## src/rtl/clock_pkg.sv

```systemverilog
// Shared state type and default widths for the CPU run/stop/step clock controller.
package clock_pkg;

    typedef enum logic [1:0] {
        STOP = 2'b00,
        RUN  = 2'b01,
        STEP = 2'b10,
        HALT = 2'b11
    } ctrl_state_t;

    localparam int DIV_W_DEFAULT = 24;
    localparam int DEB_W_DEFAULT = 8;

endpackage

```

## src/rtl/clock_ctrl_btn_debounce.sv

```systemverilog
// Front-panel button conditioner: 2-flop synchroniser, saturating up/down counter with
// hysteresis on the debounced level, and a one-cycle pulse on each 0->1 level edge.
module btn_debounce #(
    parameter int DEB_W = 8
) (
    input  logic system_clock,
    input  logic reset_n,
    input  logic btn_i,
    output logic press_o
);

    localparam logic [DEB_W-1:0] CNT_MAX  = {DEB_W{1'b1}};
    localparam logic [DEB_W-1:0] CNT_ZERO = {DEB_W{1'b0}};
    localparam logic [DEB_W-1:0] CNT_ONE  = {{(DEB_W-1){1'b0}}, 1'b1};

    logic             sync1_q;
    logic             sync2_q;
    logic [DEB_W-1:0] cnt_q;
    logic [DEB_W-1:0] cnt_d;
    logic             level_q;
    logic             level_d;
    logic             press_q;
    logic             press_d;

    // Saturating integrator: climbs while the synced input is high, drains while low.
    always_comb begin
        cnt_d = cnt_q;
        if (sync2_q) begin
            if (cnt_q != CNT_MAX) begin
                cnt_d = cnt_q + CNT_ONE;
            end else begin
                cnt_d = cnt_q;
            end
        end else begin
            if (cnt_q != CNT_ZERO) begin
                cnt_d = cnt_q - CNT_ONE;
            end else begin
                cnt_d = cnt_q;
            end
        end
    end

    // Level only moves at the counter extremes, so partial bounces leave it unchanged.
    always_comb begin
        level_d = level_q;
        if (cnt_q == CNT_MAX) begin
            level_d = 1'b1;
        end else if (cnt_q == CNT_ZERO) begin
            level_d = 1'b0;
        end else begin
            level_d = level_q;
        end
        press_d = level_d & ~level_q;
    end

    // Synchroniser, counter, level and press registers.
    always_ff @(posedge system_clock or negedge reset_n) begin
        if (!reset_n) begin
            sync1_q <= 1'b0;
            sync2_q <= 1'b0;
            cnt_q   <= CNT_ZERO;
            level_q <= 1'b0;
            press_q <= 1'b0;
        end else begin
            sync1_q <= btn_i;
            sync2_q <= sync1_q;
            cnt_q   <= cnt_d;
            level_q <= level_d;
            press_q <= press_d;
        end
    end

    assign press_o = press_q;

endmodule

```

## src/rtl/clock_ctrl.sv

```systemverilog
// CPU clock controller: produces a registered one-cycle clk_en strobe in the system_clock
// domain from run/stop/step buttons, a programmable run-mode divider and the CPU HLT request.
module clock_ctrl
    import clock_pkg::*;
#(
    parameter int DIV_W        = DIV_W_DEFAULT,
    parameter int DEB_W        = DEB_W_DEFAULT,
    parameter bit RUN_AT_RESET = 1'b0
) (
    input  logic             system_clock,
    input  logic             reset_n,
    input  logic             run_btn,
    input  logic             step_btn,
    input  logic             halt_req,
    input  logic [DIV_W-1:0] div_val,
    output logic             clk_en,
    output logic             cpu_clk,
    output logic             running,
    output logic             halted
);

    localparam ctrl_state_t      RESET_STATE = RUN_AT_RESET ? RUN : STOP;
    localparam logic [DIV_W-1:0] DIV_ZERO    = {DIV_W{1'b0}};
    localparam logic [DIV_W-1:0] DIV_ONE     = {{(DIV_W-1){1'b0}}, 1'b1};

    ctrl_state_t      state_q;
    ctrl_state_t      state_d;
    logic [DIV_W-1:0] div_q;
    logic [DIV_W-1:0] div_d;
    logic             clk_en_q;
    logic             clk_en_d;
    logic             cpu_clk_q;
    logic             cpu_clk_d;
    logic             running_q;
    logic             halted_q;
    logic             run_press;
    logic             step_press;

    btn_debounce #(.DEB_W(DEB_W)) u_run_deb (
        .system_clock (system_clock),
        .reset_n      (reset_n),
        .btn_i        (run_btn),
        .press_o      (run_press)
    );

    btn_debounce #(.DEB_W(DEB_W)) u_step_deb (
        .system_clock (system_clock),
        .reset_n      (reset_n),
        .btn_i        (step_btn),
        .press_o      (step_press)
    );

    // Next state, divider and strobe; halt_req overrides any button press in the same cycle.
    always_comb begin
        state_d  = state_q;
        div_d    = div_q;
        clk_en_d = 1'b0;
        case (state_q)
            STOP: begin
                if (halt_req) begin
                    state_d = HALT;
                end else if (run_press) begin
                    state_d = RUN;
                    div_d   = div_val;
                end else if (step_press) begin
                    state_d = STEP;
                end else begin
                    state_d = STOP;
                end
            end
            RUN: begin
                if (div_q == DIV_ZERO) begin
                    clk_en_d = 1'b1;
                    div_d    = div_val;
                end else begin
                    div_d    = div_q - DIV_ONE;
                end
                if (halt_req) begin
                    state_d = HALT;
                end else if (run_press) begin
                    state_d = STOP;
                end else begin
                    state_d = RUN;
                end
            end
            STEP: begin
                clk_en_d = 1'b1;
                if (halt_req) begin
                    state_d = HALT;
                end else begin
                    state_d = STOP;
                end
            end
            HALT: begin
                state_d = HALT;
            end
            default: begin
                state_d = STOP;
            end
        endcase
        cpu_clk_d = cpu_clk_q ^ clk_en_d;
    end

    // State, divider and registered outputs.
    always_ff @(posedge system_clock or negedge reset_n) begin
        if (!reset_n) begin
            state_q   <= RESET_STATE;
            div_q     <= DIV_ZERO;
            clk_en_q  <= 1'b0;
            cpu_clk_q <= 1'b0;
            running_q <= RUN_AT_RESET;
            halted_q  <= 1'b0;
        end else begin
            state_q   <= state_d;
            div_q     <= div_d;
            clk_en_q  <= clk_en_d;
            cpu_clk_q <= cpu_clk_d;
            running_q <= (state_d == RUN);
            halted_q  <= (state_d == HALT);
        end
    end

    assign clk_en  = clk_en_q;
    assign cpu_clk = cpu_clk_q;
    assign running = running_q;
    assign halted  = halted_q;

endmodule

```

## config.mk

```make
export PLATFORM = sky130hd
export DESIGN_NAME = clock_ctrl
export DESIGN_NICKNAME = d
export VERILOG_FILES = /design/src/rtl/clock_pkg.sv /design/src/rtl/clock_ctrl_btn_debounce.sv /design/src/rtl/clock_ctrl.sv
export SDC_FILE = /design/constraint.sdc
export NUM_CORES = 1
export LEC_CHECK = 0
export BUFFER_PORTS_ARGS = -buffer_cell sky130_fd_sc_hd__clkbuf_2
export CORE_ASPECT_RATIO = 2
export CORE_MARGIN = 5
export CORE_UTILIZATION = 35
export CTS_CLUSTER_SIZE = 40
export DETAILED_ROUTE_END_ITERATION = 10
export PLACE_DENSITY = 0.56
export SLEW_MARGIN = 20
export SYNTH_ARGS = -nofsm -noshare
export SYNTH_HDL_FRONTEND = slang
export SYNTH_SLANG_ARGS = --single-unit
```

## constraint.sdc

```tcl
create_clock -name system_clock -period 3 [get_ports system_clock]
set_input_delay 0 -clock system_clock [delete_from_list [all_inputs] [get_ports system_clock]]
set_output_delay 0 -clock system_clock [all_outputs]
set_load 0.01 [all_outputs]
```

==> results of run 1 <==
[where the power goes]
part	leakage, nW	total [mW]	switching [mW]	internal [mW]
Sequential	0.648	1.39	0.327	1.07
Combinational	0.988	2.04	1.15	0.895
Clock	0.0735	0.618	0.282	0.336
Total	1.71	4.05	1.75	2.30
[tightest hold or removal path, cell delays in order]
cell and delay (ns):
sky130_fd_sc_hd__clkbuf_2 0.07, sky130_fd_sc_hd__and3_1 0.13, sky130_fd_sc_hd__a211o_1 0.08
[per-stage QoR]
| step | util | std cells | setup WS (ns) | hold slack, ns |
|---|---|---|---|---|
| floorplan | - | 353 | 0.366 | -0.296 |
| global placement | 0.386 | 483 | 0.260 | 0.105 |
| detailed placement | 0.386 | 483 | 0.210 | 0.110 |
| CTS | 0.420 | 507 | 0.194 | 0.0137 |
| global route | 0.420 | 507 | 0.0145 | 0.0178 |
| finish | 0.420 | 507 | 0.207 | 0.0187 |
[per-layer routing]
layer,global-route usage,vias to the layer above
li1,-,1402
met1,0.152,1404
met2,0.313,40
met3,0.0227,9
met4,0.0499,0
met5,0,-
[cell usage after synthesis (3+ instances only)]
library cell | count | share of area
sky130_fd_sc_hd__o21ai_0 | 28 | 0.043
sky130_fd_sc_hd__and3_1 | 5 | 0.0096
sky130_fd_sc_hd__o211ai_1 | 4 | 0.0092
sky130_fd_sc_hd__a22oi_1 | 3 | 0.0069
sky130_fd_sc_hd__clkbuf_1 | 12 | 0.014
sky130_fd_sc_hd__o311ai_0 | 3 | 0.0080
sky130_fd_sc_hd__buf_2 | 3 | 0.0046
sky130_fd_sc_hd__xor2_1 | 7 | 0.019
sky130_fd_sc_hd__o41ai_1 | 3 | 0.0080
sky130_fd_sc_hd__a21oi_1 | 19 | 0.029
sky130_fd_sc_hd__buf_6 | 4 | 0.014
sky130_fd_sc_hd__or4_1 | 3 | 0.0069
sky130_fd_sc_hd__ha_1 | 17 | 0.065
sky130_fd_sc_hd__or3_1 | 11 | 0.021
sky130_fd_sc_hd__inv_1 | 19 | 0.022
sky130_fd_sc_hd__mux2i_1 | 7 | 0.021
sky130_fd_sc_hd__nor4_1 | 13 | 0.025
sky130_fd_sc_hd__xnor2_1 | 6 | 0.016
sky130_fd_sc_hd__a211o_1 | 3 | 0.0080
sky130_fd_sc_hd__dfrtp_1 | 54 | 0.41
sky130_fd_sc_hd__nand4_1 | 8 | 0.015
sky130_fd_sc_hd__a221o_1 | 3 | 0.0092
sky130_fd_sc_hd__o21a_1 | 3 | 0.0069
sky130_fd_sc_hd__nand2_1 | 29 | 0.033
sky130_fd_sc_hd__nor3_1 | 14 | 0.021
sky130_fd_sc_hd__nand3_1 | 13 | 0.020
sky130_fd_sc_hd__nor2_1 | 20 | 0.023
[state kept, by name (all words and copies together), names as in the netlist]
register	flops
state_q	2
u_run_deb.sync2_q	1
u_step_deb.sync2_q	1
u_run_deb.level_q	1
clk_en	1
cpu_clk	1
u_run_deb.press_o	1
u_step_deb.level_q	1
halted	1
u_run_deb.cnt_q	8
running	1
u_step_deb.cnt_q	8
u_step_deb.press_o	1
u_run_deb.sync1_q	1
div_q	24
u_step_deb.sync1_q	1
[final cells by class]
cell class | instances | area, um^2 | area share
Clock buffer | 6 | 139 | 0.0357
Inverter | 19 | 71.3 | 0.0183
Multi-Input combinational cell | 261 | 1750 | 0.450
Tap cell | 104 | 130 | 0.0335
Clock inverter | 2 | 16.3 | 0.00418
Timing Repair Buffer | 61 | 430 | 0.111
Sequential cell | 54 | 1350 | 0.347
[how the worst max path moves through the flow]
stage | start | slack, ns | endpoint
floorplan | div_q[0] | 0.37 | div_q[17]
global placement | div_q[0] | 0.26 | div_q[17]
detailed placement | div_q[0] | 0.21 | div_q[17]
CTS | div_q[0] | 0.19 | div_q[17]
global route | div_q[0] | 0.01 | div_q[12]
finish | div_q[0] | 0.21 | div_q[17]
[logic make-up after synthesis]
kind of cell	count (synthesis)
simple gates	127
mux	8
fa+ha+maj	19
buf+inv	38
xor+xnor	13
flops	54
compound gates	94
==> impl_metrics.xml, run 1 <==
<?xml version="1.0" encoding="UTF-8"?>
<metrics>
  <group name="outcome">
    <metric name="status" unit="">finished, final reports clean</metric>
  </group>
  <group name="global_routing">
    <metric name="globalRouteTotalUtil" unit="">0.154</metric>
    <metric name="grt_start_max_net_pins" unit="">28</metric>
    <metric name="gr-total-overflow" unit="">0</metric>
    <metric name="grt_first_pass_wirelength" unit="mm">14.1</metric>
    <metric name="first_global_vias" unit="">2977</metric>
    <metric name="number_of_antenna_violations_at_the_first_check_in_global_routing" unit="">0</metric>
  </group>
  <group name="yosys">
    <metric name="synth.mux.area_fraction" unit="">0.0248</metric>
    <metric name="synthXorXnorAreaFrac" unit="">0.0348</metric>
    <metric name="synthAdderAreaFrac" unit="">0.0772</metric>
    <metric name="post_synth.cell_area_avg" unit="um^2">9.28</metric>
    <metric name="post_synth_instance_area" unit="um^2">3270</metric>
    <metric name="yosys_warnings" unit="">0</metric>
    <metric name="synth-main-ff-cell" unit="">sky130_fd_sc_hd__dfrtp_1</metric>
    <metric name="ys_async_sr_fraction" unit="">1.00</metric>
    <metric name="synth_sequential_area_ratio" unit="">0.413</metric>
    <metric name="number_of_storage_elements_in_the_synthesis_netlist" unit="">54</metric>
    <metric name="synth.net_count" unit="">401</metric>
    <metric name="postSynthCellCount" unit="">353</metric>
    <metric name="count_of_flip_flops_with_a_built_in_enable_after_synthesis" unit="">0</metric>
    <metric name="synth_top_family_by_area" unit="">simple AND/OR/NAND/NOR gates</metric>
    <metric name="synth-simple-area-share" unit="">0.202</metric>
    <metric name="synth_compound_gate_area_share" unit="">0.195</metric>
    <metric name="synth_cell_type_count" unit="">57</metric>
  </group>
  <group name="min_path">
    <metric name="min_path_type" unit="">in -&gt; reg</metric>
    <metric name="timing.hold.worst_endpoint" unit="">div_q[7]</metric>
    <metric name="hold_path_startpoint" unit="">div_val[7]</metric>
    <metric name="worstHoldPathCells" unit="">3</metric>
  </group>
  <group name="timing">
    <metric name="max_freq" unit="MHz">358</metric>
    <metric name="tightestPinTransition" unit="ns">0.766</metric>
    <metric name="final.period_utilization" unit="">0.931</metric>
    <metric name="finalSetupTns" unit="ns">0</metric>
    <metric name="finalMaxSlewViolations" unit="">0</metric>
    <metric name="final-setup-viol-count" unit="">0</metric>
    <metric name="timing_hold_violations_final" unit="">0</metric>
    <metric name="period_minus_slack" unit="ns">2.79</metric>
    <metric name="clock_skew" unit="ns">0.00766</metric>
    <metric name="slew-limit-headroom" unit="">0.490</metric>
    <metric name="grt_setup_unrepaired" unit="">false</metric>
  </group>
  <group name="power_and_ir_drop">
    <metric name="power.leakage" unit="nW">1.71</metric>
    <metric name="power.ir.vdd_worst" unit="mV">0.399</metric>
    <metric name="total_power" unit="mW">4.05</metric>
    <metric name="powerDensity" unit="nW/um^2">1040</metric>
  </group>
  <group name="setup_path">
    <metric name="crit_fanout" unit="">13</metric>
    <metric name="family_of_cells_with_the_greatest_summed_delay_on_the_critical_path" unit="">compound AO/OA/AOI/OAI gates</metric>
    <metric name="slowest_stage" unit="">sky130_fd_sc_hd__o31a_1</metric>
    <metric name="critical_path_rt" unit="ns">3.19</metric>
    <metric name="worst-endpoint-arrival" unit="ns">2.98</metric>
    <metric name="critPathKind" unit="">reg -&gt; reg</metric>
    <metric name="worst_r2r_path_depth" unit="">7</metric>
    <metric name="cp-end-kind" unit="">flop</metric>
    <metric name="delay_of_the_slowest_critical_path_stage" unit="ns">0.55</metric>
    <metric name="critPathLaunchType" unit="">flop</metric>
    <metric name="crit_buf_inv" unit="">1</metric>
    <metric name="instance_count_on_the_critical_path" unit="">7</metric>
    <metric name="timing.rr.end" unit="">div_q[17]</metric>
    <metric name="ff2ff_setup_slack" unit="ns">0.21</metric>
    <metric name="crit_path_cell_trace" unit="">inv_1, ha_1, or3b_1, or3_1, o31a_1, o221a_1, a211o_1</metric>
    <metric name="r2r-start" unit="">div_q[0]</metric>
  </group>
  <group name="job">
    <metric name="max_cap_violation_count" unit="">0</metric>
  </group>
  <group name="die">
    <metric name="fp.dieArea" unit="um^2">11500</metric>
    <metric name="die_width" unit="um">78.4</metric>
    <metric name="die_y" unit="um">147</metric>
    <metric name="start_util" unit="">0.354</metric>
    <metric name="io_pins" unit="">33</metric>
    <metric name="floorplan.core_area" unit="um^2">9260</metric>
    <metric name="rows" unit="">50</metric>
  </group>
  <group name="final_layout">
    <metric name="commonest_non_fill_non_tap_cell_in_the_layout" unit="">sky130_fd_sc_hd__dfrtp_1</metric>
    <metric name="layout.cell_area.non_filler" unit="um^2">3890</metric>
    <metric name="filler_cell_count" unit="">940</metric>
    <metric name="final_layout_size_suffix_gt1_frac" unit="">0.151</metric>
    <metric name="most_used_cells_in_the_layout_excluding_fill_and_tap_cells" unit="">sky130_fd_sc_hd__dfrtp_1 (54), sky130_fd_sc_hd__clkbuf_2 (32), sky130_fd_sc_hd__nand2_1 (29), sky130_fd_sc_hd__o21ai_0 (28), sky130_fd_sc_hd__nor2_1 (20)</metric>
    <metric name="antenna-diode-count" unit="">0</metric>
    <metric name="nets" unit="">450</metric>
    <metric name="area_delta_synth_final" unit="%">18.8</metric>
  </group>
  <group name="drt">
    <metric name="drt_iter0_markers" unit="">83</metric>
    <metric name="route.antenna.remaining_nets" unit="">0</metric>
    <metric name="met1Wirelength" unit="mm">3.17</metric>
    <metric name="met3_wire_len" unit="um">204</metric>
    <metric name="drc" unit="">0</metric>
    <metric name="routed_wl" unit="mm">8.65</metric>
    <metric name="drtPass1Iterations" unit="">4</metric>
    <metric name="dr_total_vias" unit="">2855</metric>
    <metric name="maxUsedRoutingLayer" unit="">met4</metric>
    <metric name="met2RoutedLength" unit="mm">5.09</metric>
    <metric name="route.detailed.vias_per_inst" unit="">5.63</metric>
    <metric name="wl_per_cell" unit="um">17.1</metric>
  </group>
  <group name="clock_tree">
    <metric name="post_cts_hold_buffer_count" unit="">16</metric>
    <metric name="clock_sink_count" unit="">54</metric>
    <metric name="htreeDepth" unit="">2</metric>
    <metric name="clk-insertion-delay-late" unit="ns">0.30</metric>
    <metric name="cts_max_path_buffers" unit="">2</metric>
    <metric name="cts_tree" unit="">done</metric>
    <metric name="post_cts_resized" unit="">0</metric>
    <metric name="clock_tree.root_cell" unit="">sky130_fd_sc_hd__clkbuf_16</metric>
    <metric name="clock_transition_time_at_the_flip_flop_clock_pins_of_the_worst_setup_and_hold_paths" unit="ns">0.08</metric>
    <metric name="buffer_count_from_post_cts_setup_fixing" unit="">0</metric>
    <metric name="cts_buffers" unit="">5</metric>
  </group>
  <group name="placed_design">
    <metric name="post_dp_cell_area" unit="um^2">3570</metric>
    <metric name="buffer_ports.inserted" unit="">32</metric>
    <metric name="routability_congestion_estimate_from_global_placement" unit="">0.797</metric>
    <metric name="detailedPlacementHpwl" unit="mm">6.65</metric>
  </group>
</metrics>
No activity file was read; power rests on OpenSTA's default activity.
==> inputs of run 2 (changes only) <==
--- a/config.mk
+++ b/config.mk
@@ -5,6 +5,7 @@
 export SDC_FILE = /design/constraint.sdc
 export NUM_CORES = 1
 export LEC_CHECK = 0
+export ABC_AREA = 1
 export BUFFER_PORTS_ARGS = -buffer_cell sky130_fd_sc_hd__clkbuf_2
 export CORE_ASPECT_RATIO = 2
 export CORE_MARGIN = 5
@@ -12,6 +13,7 @@
 export CTS_CLUSTER_SIZE = 40
 export DETAILED_ROUTE_END_ITERATION = 10
 export PLACE_DENSITY = 0.56
+export SETUP_SLACK_MARGIN = 0.5
 export SLEW_MARGIN = 20
 export SYNTH_ARGS = -nofsm -noshare
 export SYNTH_HDL_FRONTEND = slang
==> run 2 against run 1 <==
Clock power is 8.6% lower; combinational power rose by 9%; sequential share of layout area down 2.6 points; synthesized area rose by 14%; die area rose by 13%; first-iteration DRC count rose by 63%; wire length grew 6.2%; setup slack gained 0.73 ns; critical path depth increased by 1; count of clock-buffer cells in the layout did not move; utilization shrank 1.9 points; total power increased by 4.2%; largest power group unchanged; highest routed layer unchanged.
==> impl_metrics.xml, run 2 <==
<?xml version="1.0" encoding="UTF-8"?>
<metrics>
  <group name="timing">
    <metric name="final-setup-viol-count" unit="">0</metric>
    <metric name="max_freq" unit="MHz">485</metric>
    <metric name="clock_skew" unit="ns">0.00698</metric>
    <metric name="period_minus_slack" unit="ns">2.06</metric>
    <metric name="finalSetupTns" unit="ns">0</metric>
    <metric name="grt_setup_unrepaired" unit="">false</metric>
    <metric name="final.period_utilization" unit="">0.688</metric>
    <metric name="slew-limit-headroom" unit="">0.518</metric>
    <metric name="timing_hold_violations_final" unit="">0</metric>
    <metric name="tightestPinTransition" unit="ns">0.724</metric>
    <metric name="finalMaxSlewViolations" unit="">0</metric>
  </group>
  <group name="yosys">
    <metric name="most_area_consuming_cells_after_synthesis" unit="">sky130_fd_sc_hd__dfrtp_1 (36%), sky130_fd_sc_hd__nand2_1 (17%), sky130_fd_sc_hd__inv_1 (7.8%), sky130_fd_sc_hd__nand3_1 (6.2%), sky130_fd_sc_hd__ha_1 (5.7%)</metric>
    <metric name="post-synth-top-count-cell" unit="">sky130_fd_sc_hd__nand2_1</metric>
    <metric name="count_of_flip_flops_with_a_built_in_enable_after_synthesis" unit="">0</metric>
    <metric name="number_of_storage_elements_in_the_synthesis_netlist" unit="">54</metric>
    <metric name="postSynthCellCount" unit="">530</metric>
    <metric name="netlist.top_cell.by_area" unit="">sky130_fd_sc_hd__dfrtp_1</metric>
    <metric name="post_synth.cell_area_avg" unit="um^2">7.05</metric>
    <metric name="yosys_warnings" unit="">0</metric>
    <metric name="ys_async_sr_fraction" unit="">1.00</metric>
    <metric name="post_synth_instance_area" unit="um^2">3740</metric>
    <metric name="yosys.area.top_type_share" unit="">0.362</metric>
    <metric name="synth-main-ff-cell" unit="">sky130_fd_sc_hd__dfrtp_1</metric>
    <metric name="synth.cells.most_frequent" unit="">sky130_fd_sc_hd__nand2_1 (172), sky130_fd_sc_hd__inv_1 (78), sky130_fd_sc_hd__dfrtp_1 (54), sky130_fd_sc_hd__nor2_1 (54), sky130_fd_sc_hd__nand3_1 (46)</metric>
    <metric name="synth_cell_type_count" unit="">36</metric>
    <metric name="synth_sequential_area_ratio" unit="">0.362</metric>
    <metric name="synth.net_count" unit="">578</metric>
  </group>
  <group name="final_layout">
    <metric name="reg.largest.list" unit="">div_q (24), u_run_deb.cnt_q (8), u_step_deb.cnt_q (8)</metric>
    <metric name="largest_register_ff_count" unit="">24</metric>
    <metric name="area_delta_synth_final" unit="%">12.6</metric>
    <metric name="largest-register" unit="">div_q</metric>
    <metric name="nets" unit="">617</metric>
    <metric name="commonest_non_fill_non_tap_cell_in_the_layout" unit="">sky130_fd_sc_hd__nand2_1</metric>
    <metric name="most_used_cells_in_the_layout_excluding_fill_and_tap_cells" unit="">sky130_fd_sc_hd__nand2_1 (172), sky130_fd_sc_hd__inv_1 (78), sky130_fd_sc_hd__nor2_1 (54), sky130_fd_sc_hd__dfrtp_1 (54), sky130_fd_sc_hd__nand3_1 (46)</metric>
    <metric name="final_layout_size_suffix_gt1_frac" unit="">0.0949</metric>
    <metric name="antenna-diode-count" unit="">0</metric>
    <metric name="finish.utilization" unit="">0.401</metric>
  </group>
  <group name="setup_path">
    <metric name="crit_buf_inv" unit="">3</metric>
    <metric name="family_of_cells_with_the_greatest_summed_delay_on_the_critical_path" unit="">buffers and inverters</metric>
    <metric name="ff2ff_setup_slack" unit="ns">0.94</metric>
    <metric name="critical_path_rt" unit="ns">3.18</metric>
    <metric name="slowest_stage" unit="">sky130_fd_sc_hd__ha_1</metric>
    <metric name="worst_r2r_path_depth" unit="">8</metric>
    <metric name="delay_of_the_slowest_critical_path_stage" unit="ns">0.41</metric>
    <metric name="crit_fanout" unit="">28</metric>
    <metric name="critPathKind" unit="">reg -&gt; reg</metric>
    <metric name="r2r-start" unit="">state_q[1]</metric>
    <metric name="cp-end-kind" unit="">flop</metric>
    <metric name="crit_path_cell_trace" unit="">inv_1, ha_1, inv_1, nor2_1, a21oi_1, inv_2, nor2_1, o21bai_2</metric>
    <metric name="critPathLaunchType" unit="">flop</metric>
    <metric name="timing.rr.end" unit="">div_q[20]</metric>
    <metric name="worst-endpoint-arrival" unit="ns">2.25</metric>
  </group>
  <group name="die">
    <metric name="floorplan.core_area" unit="um^2">10500</metric>
    <metric name="rows" unit="">53</metric>
    <metric name="io_pins" unit="">33</metric>
    <metric name="fp.dieArea" unit="um^2">13000</metric>
    <metric name="die_width" unit="um">83.1</metric>
    <metric name="start_util" unit="">0.357</metric>
    <metric name="die_y" unit="um">156</metric>
  </group>
  <group name="drt">
    <metric name="dr_total_vias" unit="">3334</metric>
    <metric name="routed_wl" unit="mm">9.18</metric>
    <metric name="drc" unit="">0</metric>
    <metric name="route.detailed.vias_per_inst" unit="">4.72</metric>
    <metric name="route.antenna.remaining_nets" unit="">0</metric>
    <metric name="drtPass1Iterations" unit="">4</metric>
    <metric name="drt_iter0_markers" unit="">135</metric>
    <metric name="wl_per_cell" unit="um">13.0</metric>
  </group>
  <group name="power_and_ir_drop">
    <metric name="total_power" unit="mW">4.22</metric>
    <metric name="switching_fraction_of_total_power" unit="">0.479</metric>
    <metric name="share_comb_of_total_power" unit="">0.529</metric>
    <metric name="power.ir.vdd_worst" unit="mV">0.476</metric>
    <metric name="clkPwrFrac" unit="">0.134</metric>
    <metric name="power.switching" unit="mW">2.02</metric>
    <metric name="power.leakage" unit="nW">2.23</metric>
    <metric name="seq_power_share" unit="">0.337</metric>
    <metric name="powerDensity" unit="nW/um^2">1000</metric>
    <metric name="cellInternalPower" unit="mW">2.20</metric>
  </group>
  <group name="global_routing">
    <metric name="global_route.usage.met3" unit="">0.0233</metric>
    <metric name="gr-total-overflow" unit="">0</metric>
    <metric name="grt_util_met2" unit="">0.298</metric>
    <metric name="met1_usage" unit="">0.129</metric>
    <metric name="globalRouteTotalUtil" unit="">0.144</metric>
    <metric name="grt_first_pass_wirelength" unit="mm">15.1</metric>
    <metric name="number_of_antenna_violations_at_the_first_check_in_global_routing" unit="">0</metric>
    <metric name="first_global_vias" unit="">3355</metric>
    <metric name="grt_start_max_net_pins" unit="">29</metric>
    <metric name="top_usage_layer" unit="">met2</metric>
  </group>
  <group name="placed_design">
    <metric name="routability_congestion_estimate_from_global_placement" unit="">0.912</metric>
    <metric name="detailedPlacementHpwl" unit="mm">7.30</metric>
    <metric name="buffer_ports.inserted" unit="">32</metric>
  </group>
  <group name="clock_tree">
    <metric name="cts_buffers" unit="">5</metric>
    <metric name="clock_sink_count" unit="">54</metric>
    <metric name="cts_tree" unit="">done</metric>
    <metric name="htreeDepth" unit="">2</metric>
    <metric name="clock_transition_time_at_the_flip_flop_clock_pins_of_the_worst_setup_and_hold_paths" unit="ns">0.07</metric>
    <metric name="clock_tree.root_cell" unit="">sky130_fd_sc_hd__clkbuf_16</metric>
    <metric name="cts_max_path_buffers" unit="">2</metric>
    <metric name="clk-insertion-delay-late" unit="ns">0.29</metric>
  </group>
  <group name="min_path">
    <metric name="min_path_type" unit="">in -&gt; reg</metric>
    <metric name="hold_path_startpoint" unit="">div_val[2]</metric>
    <metric name="worstHoldPathCells" unit="">5</metric>
    <metric name="timing.hold.worst_endpoint" unit="">div_q[2]</metric>
  </group>
  <group name="outcome">
    <metric name="status" unit="">finished, final reports clean</metric>
  </group>
  <group name="job">
    <metric name="max_cap_violation_count" unit="">0</metric>
  </group>
</metrics>
-- run 2: per-stage QoR --
| step | area [um^2] | hold slack, ns | instances | worst slack [ns] |
|---|---|---|---|---|
| 5_1_grt | 4210 | 0.0214 | 706 | 0.689 |
| 3_3_place_gp | 4010 | 0.101 | 693 | 0.978 |
| 4_1_cts | 4210 | 0.000260 | 706 | 0.905 |
| 6_report | 4210 | 0.00865 | 706 | 0.937 |
| 2_1_floorplan | 3740 | -0.296 | 530 | 1.36 |
| 3_5_place_dp | 4010 | 0.102 | 693 | 0.924 |
-- run 2: worst reg2reg max path, delay by kind of cell, from the launching register on --
kind | cells | cell delay, ns
AND/OR/NAND/NOR | 2 | 0.23
buffers and inverters | 3 | 0.64
AO/OA/AOI/OAI | 2 | 0.28
flip-flops | 1 | 0.40
adder cells (fa/ha/maj) | 1 | 0.41
-- run 2: worst max path at each step --
stage | start | end | cells past startpoint
floorplan | div_q[0] | div_q[11] | 10
global placement | state_q[1] | div_q[20] | 8
detailed placement | state_q[1] | div_q[20] | 8
CTS | state_q[1] | div_q[20] | 8
global route | state_q[1] | div_q[20] | 8
finish | state_q[1] | div_q[20] | 8
-- run 2: cell families (layout without fill, tap and decap cells) --
logic type	after synthesis	after routing	synth area share
compound gates	45	45	0.0683
simple gates	302	302	0.350
flops	54	54	0.362
buf+inv	87	126	0.0991
xor+xnor	23	23	0.0539
fa+ha+maj	19	19	0.0676
-- run 2: layout make-up --
| cell class | count | area, um^2 |
|---|---|---|
| fillers | 1161 | 6270 |
| flip-flops and latches | 54 | 1350 |
| clock inverters | 1 | 7.51 |
| inverters | 79 | 297 |
| clock buffers | 6 | 129 |
| well taps | 137 | 171 |
| multi-input cells | 389 | 2020 |
| repair buffers | 40 | 235 |
-- run 2: per-layer routing --
metal / share of wire / wire length, um
met1: 0.35 / 3200
met4: 0.045 / 411
met5: 0 / 0
met2: 0.58 / 5350
met3: 0.023 / 214
-- run 2: repair_timing --
action | in CTS | in global routing
hold buffers | 6 | 0
endpoints found under the hold margin | 31 | 0
gates resized for setup | 0 | 0
buffers inserted | 0 | 0
-- run 2: power by group through the flow --
stage	clock network, mW	logic [mW]	registers (mW)
2_1_floorplan	0	1.84	1.33
3_3_place_gp	0	2.21	1.43
3_5_place_dp	0	2.26	1.43
4_1_cts	0.600	2.28	1.42
5_1_grt	0.617	2.57	1.47
6_report	0.565	2.23	1.42
